File: src/rtl/spi_dbg_burst_engine.sv
`default_nettype none
// ============================================================================
// Module      : spi_dbg_burst_engine
// Description : Byte-level debug command engine between the SPI slave byte
//               interface and the QSPI flash read port. Supports echo, LED
//               toggle, status query, last-address readback and multi-byte
//               burst reads into an internal buffer with abort.
// Revision    : 1.0 - initial release
// ============================================================================
module spi_dbg_burst_engine #(
  parameter int   ADDR_BYTES = 3,
  parameter int   MAX_BURST  = 16,
  parameter logic LED_RESET  = 1'b1
) (
  input  logic                    clk,
  input  logic                    rst,
  input  logic [7:0]              recv_data_i,
  input  logic                    recv_ready_i,
  output logic [7:0]              send_data_o,
  input  logic                    flash_setup_done_i,
  output logic [8*ADDR_BYTES-1:0] flash_addr_o,
  output logic                    flash_do_read_o,
  input  logic                    flash_data_ready_i,
  input  logic [7:0]              flash_data_i,
  output logic                    busy_o,
  output logic                    led_o
);

  localparam int AW = 8 * ADDR_BYTES;
  localparam int BW = (MAX_BURST > 1) ? $clog2(MAX_BURST) : 1;
  // One extra bit so the counters can hold the value MAX_BURST itself.
  localparam int CW = BW + 1;

  localparam logic [2:0] S_IDLE  = 3'd0;
  localparam logic [2:0] S_ADDR  = 3'd1;
  localparam logic [2:0] S_LEN   = 3'd2;
  localparam logic [2:0] S_FETCH = 3'd3;
  localparam logic [2:0] S_REPLY = 3'd4;

  localparam logic [7:0] CMD_ECHO0  = 8'h00;
  localparam logic [7:0] CMD_READ   = 8'h01;
  localparam logic [7:0] CMD_LED    = 8'h02;
  localparam logic [7:0] CMD_ECHOCC = 8'hCC;
  localparam logic [7:0] CMD_STATUS = 8'h20;
  localparam logic [7:0] CMD_ABORT  = 8'h5A;

  logic [2:0]    state_q, state_d;
  logic [7:0]    send_q, send_d;
  logic [AW-1:0] flash_addr_q, flash_addr_d;
  logic          rd_q, rd_d;
  logic          busy_q, busy_d;
  logic          led_q, led_d;
  logic [AW-1:0] last_addr_q, last_addr_d;
  logic [AW-1:0] cur_q, cur_d;
  logic [2:0]    acnt_q, acnt_d;
  logic [CW-1:0] n_q, n_d;
  logic [CW-1:0] fetched_q, fetched_d;
  logic [CW-1:0] pop_q, pop_d;
  logic          sync_q, sync_d;
  logic          w_push;
  logic [8:0]    w_burst;
  logic [AW-1:0] w_shift;
  logic [7:0]    w_lab;
  logic [7:0]    mem_q [MAX_BURST];

  assign send_data_o     = send_q;
  assign flash_addr_o    = flash_addr_q;
  assign flash_do_read_o = rd_q;
  assign busy_o          = busy_q;
  assign led_o           = led_q;

  // Burst length from the host length byte: 0 means one byte, clamp to buffer depth.
  always_comb begin
    w_burst = {1'b0, recv_data_i};
    if (recv_data_i == 8'h00) begin
      w_burst = 9'd1;
    end else if ({1'b0, recv_data_i} > 9'(MAX_BURST)) begin
      w_burst = 9'(MAX_BURST);
    end
  end

  // Byte i of the last issued address for the 0x10+i query; out-of-range bytes read 0.
  always_comb begin
    w_shift = last_addr_q >> {recv_data_i[3:0], 3'b000};
    w_lab   = (int'(recv_data_i[3:0]) < ADDR_BYTES) ? w_shift[7:0] : 8'h00;
  end

  // Command FSM: decodes host bytes, sequences flash reads and drains the buffer.
  always_comb begin
    state_d      = state_q;
    send_d       = send_q;
    flash_addr_d = flash_addr_q;
    rd_d         = rd_q;
    busy_d       = busy_q;
    led_d        = led_q;
    last_addr_d  = last_addr_q;
    cur_d        = cur_q;
    acnt_d       = acnt_q;
    n_d          = n_q;
    fetched_d    = fetched_q;
    pop_d        = pop_q;
    sync_d       = sync_q;
    w_push       = 1'b0;
    case (state_q)
      S_IDLE: begin
        if (recv_ready_i) begin
          case (recv_data_i)
            CMD_ECHO0:  send_d = 8'h00;
            CMD_LED: begin
              led_d  = ~led_q;
              send_d = 8'hAB;
            end
            CMD_ECHOCC: send_d = 8'hCC;
            CMD_STATUS: send_d = {flash_setup_done_i, busy_q, 6'b0};
            CMD_READ: begin
              state_d = S_ADDR;
              acnt_d  = 3'(ADDR_BYTES);
              send_d  = 8'(ADDR_BYTES);
            end
            default: send_d = (recv_data_i[7:4] == 4'h1) ? w_lab : 8'hEE;
          endcase
        end
      end
      S_ADDR: begin
        if (recv_ready_i) begin
          // Address arrives MSB first; truncation drops the oldest byte.
          cur_d  = AW'({cur_q, recv_data_i});
          acnt_d = acnt_q - 3'd1;
          send_d = {5'b0, acnt_q - 3'd1};
          if (acnt_q == 3'd1) begin
            state_d = S_LEN;
          end
        end
      end
      S_LEN: begin
        if (recv_ready_i) begin
          n_d       = w_burst[CW-1:0];
          send_d    = w_burst[7:0];
          fetched_d = '0;
          pop_d     = '0;
          sync_d    = 1'b0;
          busy_d    = 1'b1;
          state_d   = S_FETCH;
        end
      end
      S_FETCH: begin
        if (recv_ready_i && (recv_data_i == CMD_ABORT)) begin
          // Abort wins over a same-cycle flash byte; the buffer is discarded.
          send_d    = 8'hFE;
          rd_d      = 1'b0;
          fetched_d = '0;
          pop_d     = '0;
          busy_d    = 1'b0;
          state_d   = S_IDLE;
        end else begin
          if (recv_ready_i) begin
            send_d = 8'hFE;
          end
          if (rd_q && flash_data_ready_i) begin
            w_push      = 1'b1;
            rd_d        = 1'b0;
            cur_d       = cur_q + AW'(1);
            last_addr_d = flash_addr_q;
            fetched_d   = fetched_q + CW'(1);
            if (fetched_q + CW'(1) == n_q) begin
              state_d = S_REPLY;
            end
          end else if (!rd_q && flash_setup_done_i && (fetched_q < n_q)) begin
            flash_addr_d = cur_q;
            rd_d         = 1'b1;
          end
        end
      end
      S_REPLY: begin
        if (recv_ready_i) begin
          if (!sync_q) begin
            send_d = 8'hFF;
            sync_d = 1'b1;
          end else begin
            send_d = mem_q[pop_q[BW-1:0]];
            pop_d  = pop_q + CW'(1);
            if (pop_q + CW'(1) == n_q) begin
              state_d   = S_IDLE;
              busy_d    = 1'b0;
              sync_d    = 1'b0;
              pop_d     = '0;
              fetched_d = '0;
            end
          end
        end
      end
      default: state_d = S_IDLE;
    endcase
  end

  // State and output registers with asynchronous reset.
  always_ff @(posedge clk or posedge rst) begin
    if (rst) begin
      state_q      <= S_IDLE;
      send_q       <= 8'h00;
      flash_addr_q <= '0;
      rd_q         <= 1'b0;
      busy_q       <= 1'b0;
      led_q        <= LED_RESET;
      last_addr_q  <= '0;
      cur_q        <= '0;
      acnt_q       <= 3'd0;
      n_q          <= '0;
      fetched_q    <= '0;
      pop_q        <= '0;
      sync_q       <= 1'b0;
    end else begin
      state_q      <= state_d;
      send_q       <= send_d;
      flash_addr_q <= flash_addr_d;
      rd_q         <= rd_d;
      busy_q       <= busy_d;
      led_q        <= led_d;
      last_addr_q  <= last_addr_d;
      cur_q        <= cur_d;
      acnt_q       <= acnt_d;
      n_q          <= n_d;
      fetched_q    <= fetched_d;
      pop_q        <= pop_d;
      sync_q       <= sync_d;
    end
  end

  // Burst buffer storage; emptiness is tracked by the counters, so no reset needed.
  always_ff @(posedge clk) begin
    if (w_push) begin
      mem_q[fetched_q[BW-1:0]] <= flash_data_i;
    end
  end

endmodule
`default_nettype wire

File: config.mk
export PLATFORM = sky130hd
export DESIGN_NAME = spi_dbg_burst_engine
export DESIGN_NICKNAME = d
export VERILOG_FILES = /design/src/rtl/spi_dbg_burst_engine.sv
export SDC_FILE = /design/constraint.sdc
export NUM_CORES = 1
export LEC_CHECK = 0
export CAP_MARGIN = 0
export CORE_ASPECT_RATIO = 0.6
export CORE_UTILIZATION = 61
export DETAILED_ROUTE_END_ITERATION = 7
export GPL_TIMING_DRIVEN = 0
export PLACE_DENSITY_LB_ADDON = 0.08
export SYNTH_ARGS = -nofsm -noshare
export SYNTH_HDL_FRONTEND = slang
export SYNTH_SLANG_ARGS = --single-unit
export TNS_END_PERCENT = 20
File: constraint.sdc
create_clock -name clk -period 6.2 [get_ports clk]
set_clock_uncertainty 0.15 [all_clocks]
set_input_delay 1.24 -clock clk [delete_from_list [all_inputs] [get_ports clk]]
set_output_delay 1.24 -clock clk [all_outputs]
set_load 0.01 [all_outputs]
==> summary.log <==
[clock_network] Post-CTS Hold Fix Bufs 0
[route] vias per std cell 6.620
[pwr] cell leakage power 4.505 nW
[floorplan] number of primary I/O pins 56
[synth] post-synthesis async set-or-reset flop share 45.06%
[timing] Fmax achieved 225.9 MHz
[setup_path] Setup crit start kind input port
[layout] Syn-to-layout area delta 14.83%
[timing] setup repair after global routing missed its margin false
[pwr] maximum vdd drop 0.3163 mV
[clock_network] post-cts repair resize count 0
[global_route] pin count of the biggest net entering global routing 72
[synth] largest family of logic cells by synthesized area multiplexers
[layout] finished layout cell area 12380 um^2
[route] per-cell routed wire length 25.61 um
[timing] max-slew violation total from the final report 0
[synth] synth unique cells 67
[clock_network] insertion delay of the later-clocked pin in the worst-skew pair 0.51 ns
[synth] gate count after technology mapping 821
[setup_path] Worst setup EP type flip-flop
[clock_network] number of buffers on the longest clock path 3
[clock_network] # H-tree levels 1
[global_route] number of global-route vias before repair 7333
[synth] sequential element share of the synthesized area 60.02%
[placement] buffers added on ports 52
[floorplan] starting utilization of the core area 62.62%
[layout] Final Net Count 932
[synth] Synth Area in Compound Gates 10.70%
[setup_path] arrival time worst endpoint 4.40 ns
[clock_network] clk sink count 233
[synth] count of flip-flops with a built-in enable after synthesis 128
[setup_path] Data required, critical path 6.18 ns
[global_route] Most Used Layer, Global Route met1
[floorplan] Rows 37
[timing] count of final hold-check violations 0
[global_route] met3 track demand over resource in global routing 15.43%
[synth] synthesized-area fraction occupied by xor and xnor cells 1.218%
[placement] final weighted congestion of routability-driven global placement 0.9464
[timing] final cycle utilization of the critical path 71.40%
[setup_path] crit-path max FO 10
[min_path] path category of the worst min-delay check flip-flop to flip-flop
[synth] simple-gate share of the synthesized area 9.607%
[route] detailed-router iteration count before antenna repair 8
[synth] most area-consuming cells after synthesis edfxtp_1 36%, dfrtp_1 24%, mux4_2 5.6%
[placement] number of placed instances with taps included 1108
[synth] area share of the largest cell type after synthesis 35.64%
[global_route] GRT Resource Usage Total 33.40%
[global_route] initial antenna violation count 0
[flow_run] max capacitance violation total 0
[layout] fraction of final layout cells with drive strength greater than 1 17.07%
[clock_network] number of buffers inserted during clock tree synthesis 22
[placement] placed standard-cell area 11650 um^2
[layout] core occupancy in the finished layout 71.91%
[layout] layout filler cell count 1149
[synth] Synthesis Warnings 0
[route] detailed-route DRC error count 0
[clock_network] clock tree from TritonCTS yes
[global_route] wire length of the first global-routing pass 44390 um
[route] Post-Route WL 29410 um
[synth] Avg Cell Area, Syn 13.14 um^2
[global_route] GRT overflow 0
[layout] count of non-filler cells in the finished layout 1148
[timing] final total negative setup slack 0 ns
[timing] worst slew margin relative to its limit 25.35%
[placement] detailed placer's ending HPWL 21030 um
[synth] Post-Synthesis Cell Area 10780 um^2
[route] violation count after the first detailed-route iteration 1059
[layout] number of diodes 0
[synth] post-synthesis share of cell area spent on full adders, half adders and majority gates 1.508%
[floorplan] Die Y-Extent 105.0 um
[route] antenna viol nets, final 0
[global_route] GR met2 Demand/Resource 42.51%
[clock_network] Post-CTS Repair Setup Buffers 0
[global_route] met1 routing resource usage after global routing 52.05%
[synth] portion of netlist area occupied by mux cells 14.05%
[setup_path] critical path class input port to flip-flop
[route] routed vias 7600
[timing] Worst Max-Slew Pin Slew 1.116 ns
[floorplan] Die Footprint 18230 um^2
[synth] Top FF cell, synth edfxtp_1
[timing] final-report setup violation count 0
[synth] number of flip-flops and latches in the synthesized netlist 233
[clock_network] master cell of the clock root buffer clkbuf_16
[status] run status complete, no violations
[timing] Final min period 4.427 ns
[synth] Post-Syn Nets 855
[floorplan] core area 17220 um^2
[floorplan] x dimension of the die 173.7 um
[pwr] cell area power density 422.2 nW/um^2
[synth] Synth area leader edfxtp_1
[clock_network] clock slew seen by the registers of the worst setup and hold paths 0.06 ns
layout make-up:
type	instances	area [um^2]	area share, %
repair buffers	53	548.0	4.426
inverters	23	88.84	0.7174
flip-flops and latches	233	6472	52.27
well taps	234	292.8	2.364
clock inverters	13	145.1	1.172
multi-input cells	517	4019	32.45
plain buffers	48	226.5	1.829
clock buffers	27	590.6	4.769
path summary, 6_finish.rpt:
check                                           start                           to  slack [ns]  depth (start not counted)
max in group asynchronous                         rst        cur_q[11]$_DFFE_PP0P_        4.21                          3
max                                    recv_data_i[5]       mem_q[14][5]$_DFFE_PP_        1.77                          7
max reg2reg                    state_q[1]$_DFFE_PP0P_       mem_q[14][5]$_DFFE_PP_        2.56                          8
min                        last_addr_q[9]$_DFFE_PP0P_   last_addr_q[9]$_DFFE_PP0P_        0.35                          1
min in group asynchronous                         rst  last_addr_q[14]$_DFFE_PP0P_        0.97                          2
min reg2reg                last_addr_q[9]$_DFFE_PP0P_   last_addr_q[9]$_DFFE_PP0P_        0.35                          1
cells in the mapped netlist (5+ instances only):
cell      number
nand4_1        7
ha_1          13
mux4_2        27
nand3_1       25
a22o_1         7
nand2b_1       9
a22oi_1        7
o211ai_1       5
a31oi_1       11
o22ai_1       15
mux2i_1       10
xnor2_1       11
o21ai_0       50
nor4_1         6
mux2_2        53
nor2_1        37
buf_2         24
nand2_1       63
inv_1         23
edfxtp_1     128
clkbuf_1      19
mux4_1         8
and3_1         9
nor2b_1        6
a21oi_1       53
or3_1          6
dfrtp_1      104
o31ai_1        6
nor3_1        11
per-stage QoR:
stage | hold WS [ns] | setup WS [ns] | power, mW
2_1_floorplan | 0.3250 | 2.051 | 3.120
3_3_place_gp | 0.3368 | 0.6320 | 3.727
3_5_place_dp | 0.3419 | 1.458 | 3.793
4_1_cts | 0.3562 | 1.978 | 5.182
5_1_grt | 0.3620 | 1.819 | 5.442
6_report | 0.3523 | 1.773 | 5.228
worst max-delay path, cell delays in order:
cell             delay, ns
clkdlybuf4s50_1       0.65
nand3b_1              0.26
o31ai_1               0.16
nor2_1                0.60
buf_2                 0.39
nand2_1               0.20
nor2_1                0.88
routing by layer:
| metal | vias to the layer above | part of all wire (%) |
|---|---|---|
| met5 | - | 0 |
| met4 | 0 | 1.4 |
| met3 | 46 | 16 |
| met2 | 491 | 39 |
| met1 | 3769 | 44 |
| li1 | 3294 | - |
layout by cell type (no fill, tap or decap), types with 24 or more instances in the layout:
cell type,n
clkdlybuf4s50_1,52
a21oi_1,53
edfxtp_1,128
nand3_1,25
dfrtp_1,104
buf_2,24
nor2_1,37
mux4_2,27
nand2_1,63
mux2_2,53
o21ai_0,50
kinds of logic (layout without fill, tap and decap cells):
logic type | after synthesis | after routing
and+or+nand+nor | 204 | 204
buffers and inverters | 71 | 164
xor gates and xnor gates | 15 | 15
AOI/OAI and AO/OA | 187 | 187
muxes | 98 | 98
DFF | 233 | 233
adders and majority gates | 13 | 13
flip-flops by register name (all words and copies together), names as in the netlist:
signal / flops
acnt_q: 3
busy_o: 1
cur_q: 24
fetched_q: 5
flash_addr_o: 24
flash_do_read_o: 1
last_addr_q: 24
led_o: 1
mem_q: 128
n_q: 5
pop_q: 5
send_data_o: 8
state_q: 3
sync_q: 1
where the power goes:
| group | internal (mW) | total [mW] | switching (mW) |
|---|---|---|---|
| Combinational | 0.685 | 1.54 | 0.852 |
| Clock | 0.806 | 1.39 | 0.582 |
| Sequential | 1.96 | 2.30 | 0.342 |
No activity file was read; power rests on OpenSTA's default activity.
==> patch: new RTL, same flow settings <==
Take the reset off `last_addr_q` and load it in a clocked block of its own.
--- a/src/rtl/spi_dbg_burst_engine.sv
+++ b/src/rtl/spi_dbg_burst_engine.sv
@@ -204,3 +204,2 @@
       led_q        <= LED_RESET;
-      last_addr_q  <= '0;
       cur_q        <= '0;
@@ -218,3 +217,2 @@
       led_q        <= led_d;
-      last_addr_q  <= last_addr_d;
       cur_q        <= cur_d;
@@ -228,2 +226,6 @@
 
+  always_ff @(posedge clk) begin
+    last_addr_q <= last_addr_d;
+  end
+
   // Burst buffer storage; emptiness is tracked by the counters, so no reset needed.
Function: same outputs for any inputs over 4 cycles, from zero or initial values and one cycle with rst high; that may be too few to reach the edited logic, so the function may still have changed.
==> patch against the unedited design <==
Worst setup slack got worse by 0.39 ns. Synthesized area fell by 1.7%. Fmax is 8.0% lower. Final area fell by 1.6%. Count of clock-buffer cells in the layout is 6 higher. Via count shrank 2.3%. Sequential cell count unchanged. Routed wire length fell by 1.9%. Largest power group unchanged. Critical endpoint is now mem_q[7][6]$_DFFE_PP_. Synthesized cell count shrank 3.8%. Register-to-register slack got worse by 0.67 ns. Total power decreased by 4.7%. First-iteration DRC count down 0.38%. Highest routed layer unchanged.
==> patch: results (changes against the unedited design) <==
number of placed cells counting well taps 1072 (-3.2%); net count of the finished layout 903 (-3.1%); ratio of cells with drive above 1 in the final layout 14.24% (-2.8 points); share of flip-flops with an asynchronous set or reset 34.76% (-10 points); actual slew at the worst max-slew pin 1.150 ns (+0.03460 ns); LEAKAGE 4.306 nW (-4.4%); HPWL Detailed 20.70 mm (-1.5%); input/output buffers 53 (+1.9%); biggest area contributors in the synthesized netlist edfxtp_1, dfrtp_1, mux4_2; flop2flop setup slack 1.89 ns (-0.67 ns); largest stage delay on the critical path 0.92 ns (+0.04 ns); wire length of the first global-routing pass 43.21 mm (-2.7%); number of antenna violations at the first check in global routing 0 (unchanged); average vias per placed instance 6.672 (+0.78%); register area share after synthesis 62.19% (+2.2 points); hold path endpoint last_addr_q[5]$_DFFE_PP_; number of DRC markers after the initial detailed-route iteration 1055 (-0.38%); Filler Cell Count 1070 (-6.9%); result of the run complete, no violations; peak supply drop 0.3475 mV (+9.9%); library cells used by synthesis 73 (+9.0%); cell count after synthesis 790 (-3.8%); origin of the critical flop-to-flop path state_q[2]$_DFFE_PP0P_; maximum buffer depth of the clock tree 3 (unchanged); count of vias placed by the detailed router 7426 (-2.3%); GRT Overall Usage 33.34% (-0.055 points); end of the worst register-to-register path mem_q[7][6]$_DFFE_PP_; largest fanout on the critical path 31 (+21); CTS HTree Levels 1 (unchanged); total wire length after detailed routing 28.84 mm (-1.9%); maximum number of pins on one net before global-route repair 53 (-26%); placer's final routability congestion estimate 0.9654 (+2.0%); synthesized netlist net count 824 (-3.6%); Arr. time, crit path 4.78 ns (+0.38 ns); number of cells on the worst hold path 0 (-1); CTS buffer count 22 (unchanged); Min-Delay Startpoint flash_addr_o[5]$_DFFE_PP0P_; Worst Reg-to-Reg Cells 7 (-1); leading cell types by count after synthesis edfxtp_1, dfrtp_1, nand2_1, o21ai_0; final-layout worst hold slack 0.3283 ns (-0.02403 ns); first-pass iteration count of the detailed router 5 (-3); via count of the first global-routing pass 7049 (-3.9%)
patch: cell count changes after synthesis, sizes merged, moves of 7 or more:
| cell | before | now |
|---|---|---|
| nand2 | 63 | 72 |
| dfrtp | 104 | 80 |
| edfxtp | 128 | 152 |
| a22oi | 7 | 0 |
| inv | 23 | 16 |
| nor2 | 37 | 50 |
| mux2 | 53 | 30 |
| buf | 28 | 20 |
| nor2b | 6 | 13 |
patch: logic make-up after synthesis:
group	share of synthesized area, %
AOI/OAI and AO/OA	10.86
xor gates and xnor gates	1.475
adders and majority gates	1.534
buffers and inverters	2.537
DFF	62.19
muxes	11.65
and+or+nand+nor	9.761
patch: worst register-to-register path, stage by stage, from the launching register on:
cell and delay [ns]:
dfrtp_1 0.35, buf_2 0.17, nand3b_1 0.57, a31oi_2 0.56, nand3_1 0.26, clkinv_1 0.66
nand2_1 0.27, nor2_1 0.92
patch: cell type report:
| type | instances | share of cell area (%) |
|---|---|---|
| repair buffers | 55 | 4.643 |
| clock inverters | 7 | 0.5752 |
| multi-input cells | 497 | 30.82 |
| clock buffers | 33 | 5.269 |
| plain buffers | 43 | 1.684 |
| flip-flops and latches | 233 | 54.12 |
| well taps | 228 | 2.342 |
| inverters | 17 | 0.5444 |
patch: metal layers:
layer	vias to the layer above	part of all wire [%]	routed length, µm	global-route usage, %
met5	-	0	0	0
met4	0	1.6	448	6.953
met3	44	16	4474	12.82
met2	494	39	11270	40.52
met1	3708	44	12640	55.40
li1	3180	-	-	-
patch: report_power, final:
group | internal [W] | switching [W]
clock network | 0.000759 | 0.000581
logic | 0.000608 | 0.000774
registers | 0.00193 | 0.000331
patch: worst max-delay path by stage:
stage	cells past startpoint	from	slack, ns	end
after floorplan	7	recv_data_i[0]	2.26	mem_q[0][0]$_DFFE_PP_
after global placement	7	recv_data_i[5]	0.80	mem_q[1][0]$_DFFE_PP_
after detailed placement	7	recv_data_i[5]	0.62	mem_q[1][0]$_DFFE_PP_
after CTS	7	recv_data_i[5]	1.07	mem_q[2][5]$_DFFE_PP_
after global routing	7	recv_data_i[5]	1.17	mem_q[7][5]$_DFFE_PP_
final	7	recv_data_i[5]	1.39	mem_q[7][6]$_DFFE_PP_
patch: through the flow:
step	setup WS, ns	cell area (µm²)	total power (W)
after floorplan	2.262	10600	0.002968
after CTS	1.068	12160	0.004937
after global routing	1.172	12180	0.005178
final	1.387	12180	0.004982
after detailed placement	0.6211	11450	0.003607
after global placement	0.8039	11420	0.003549
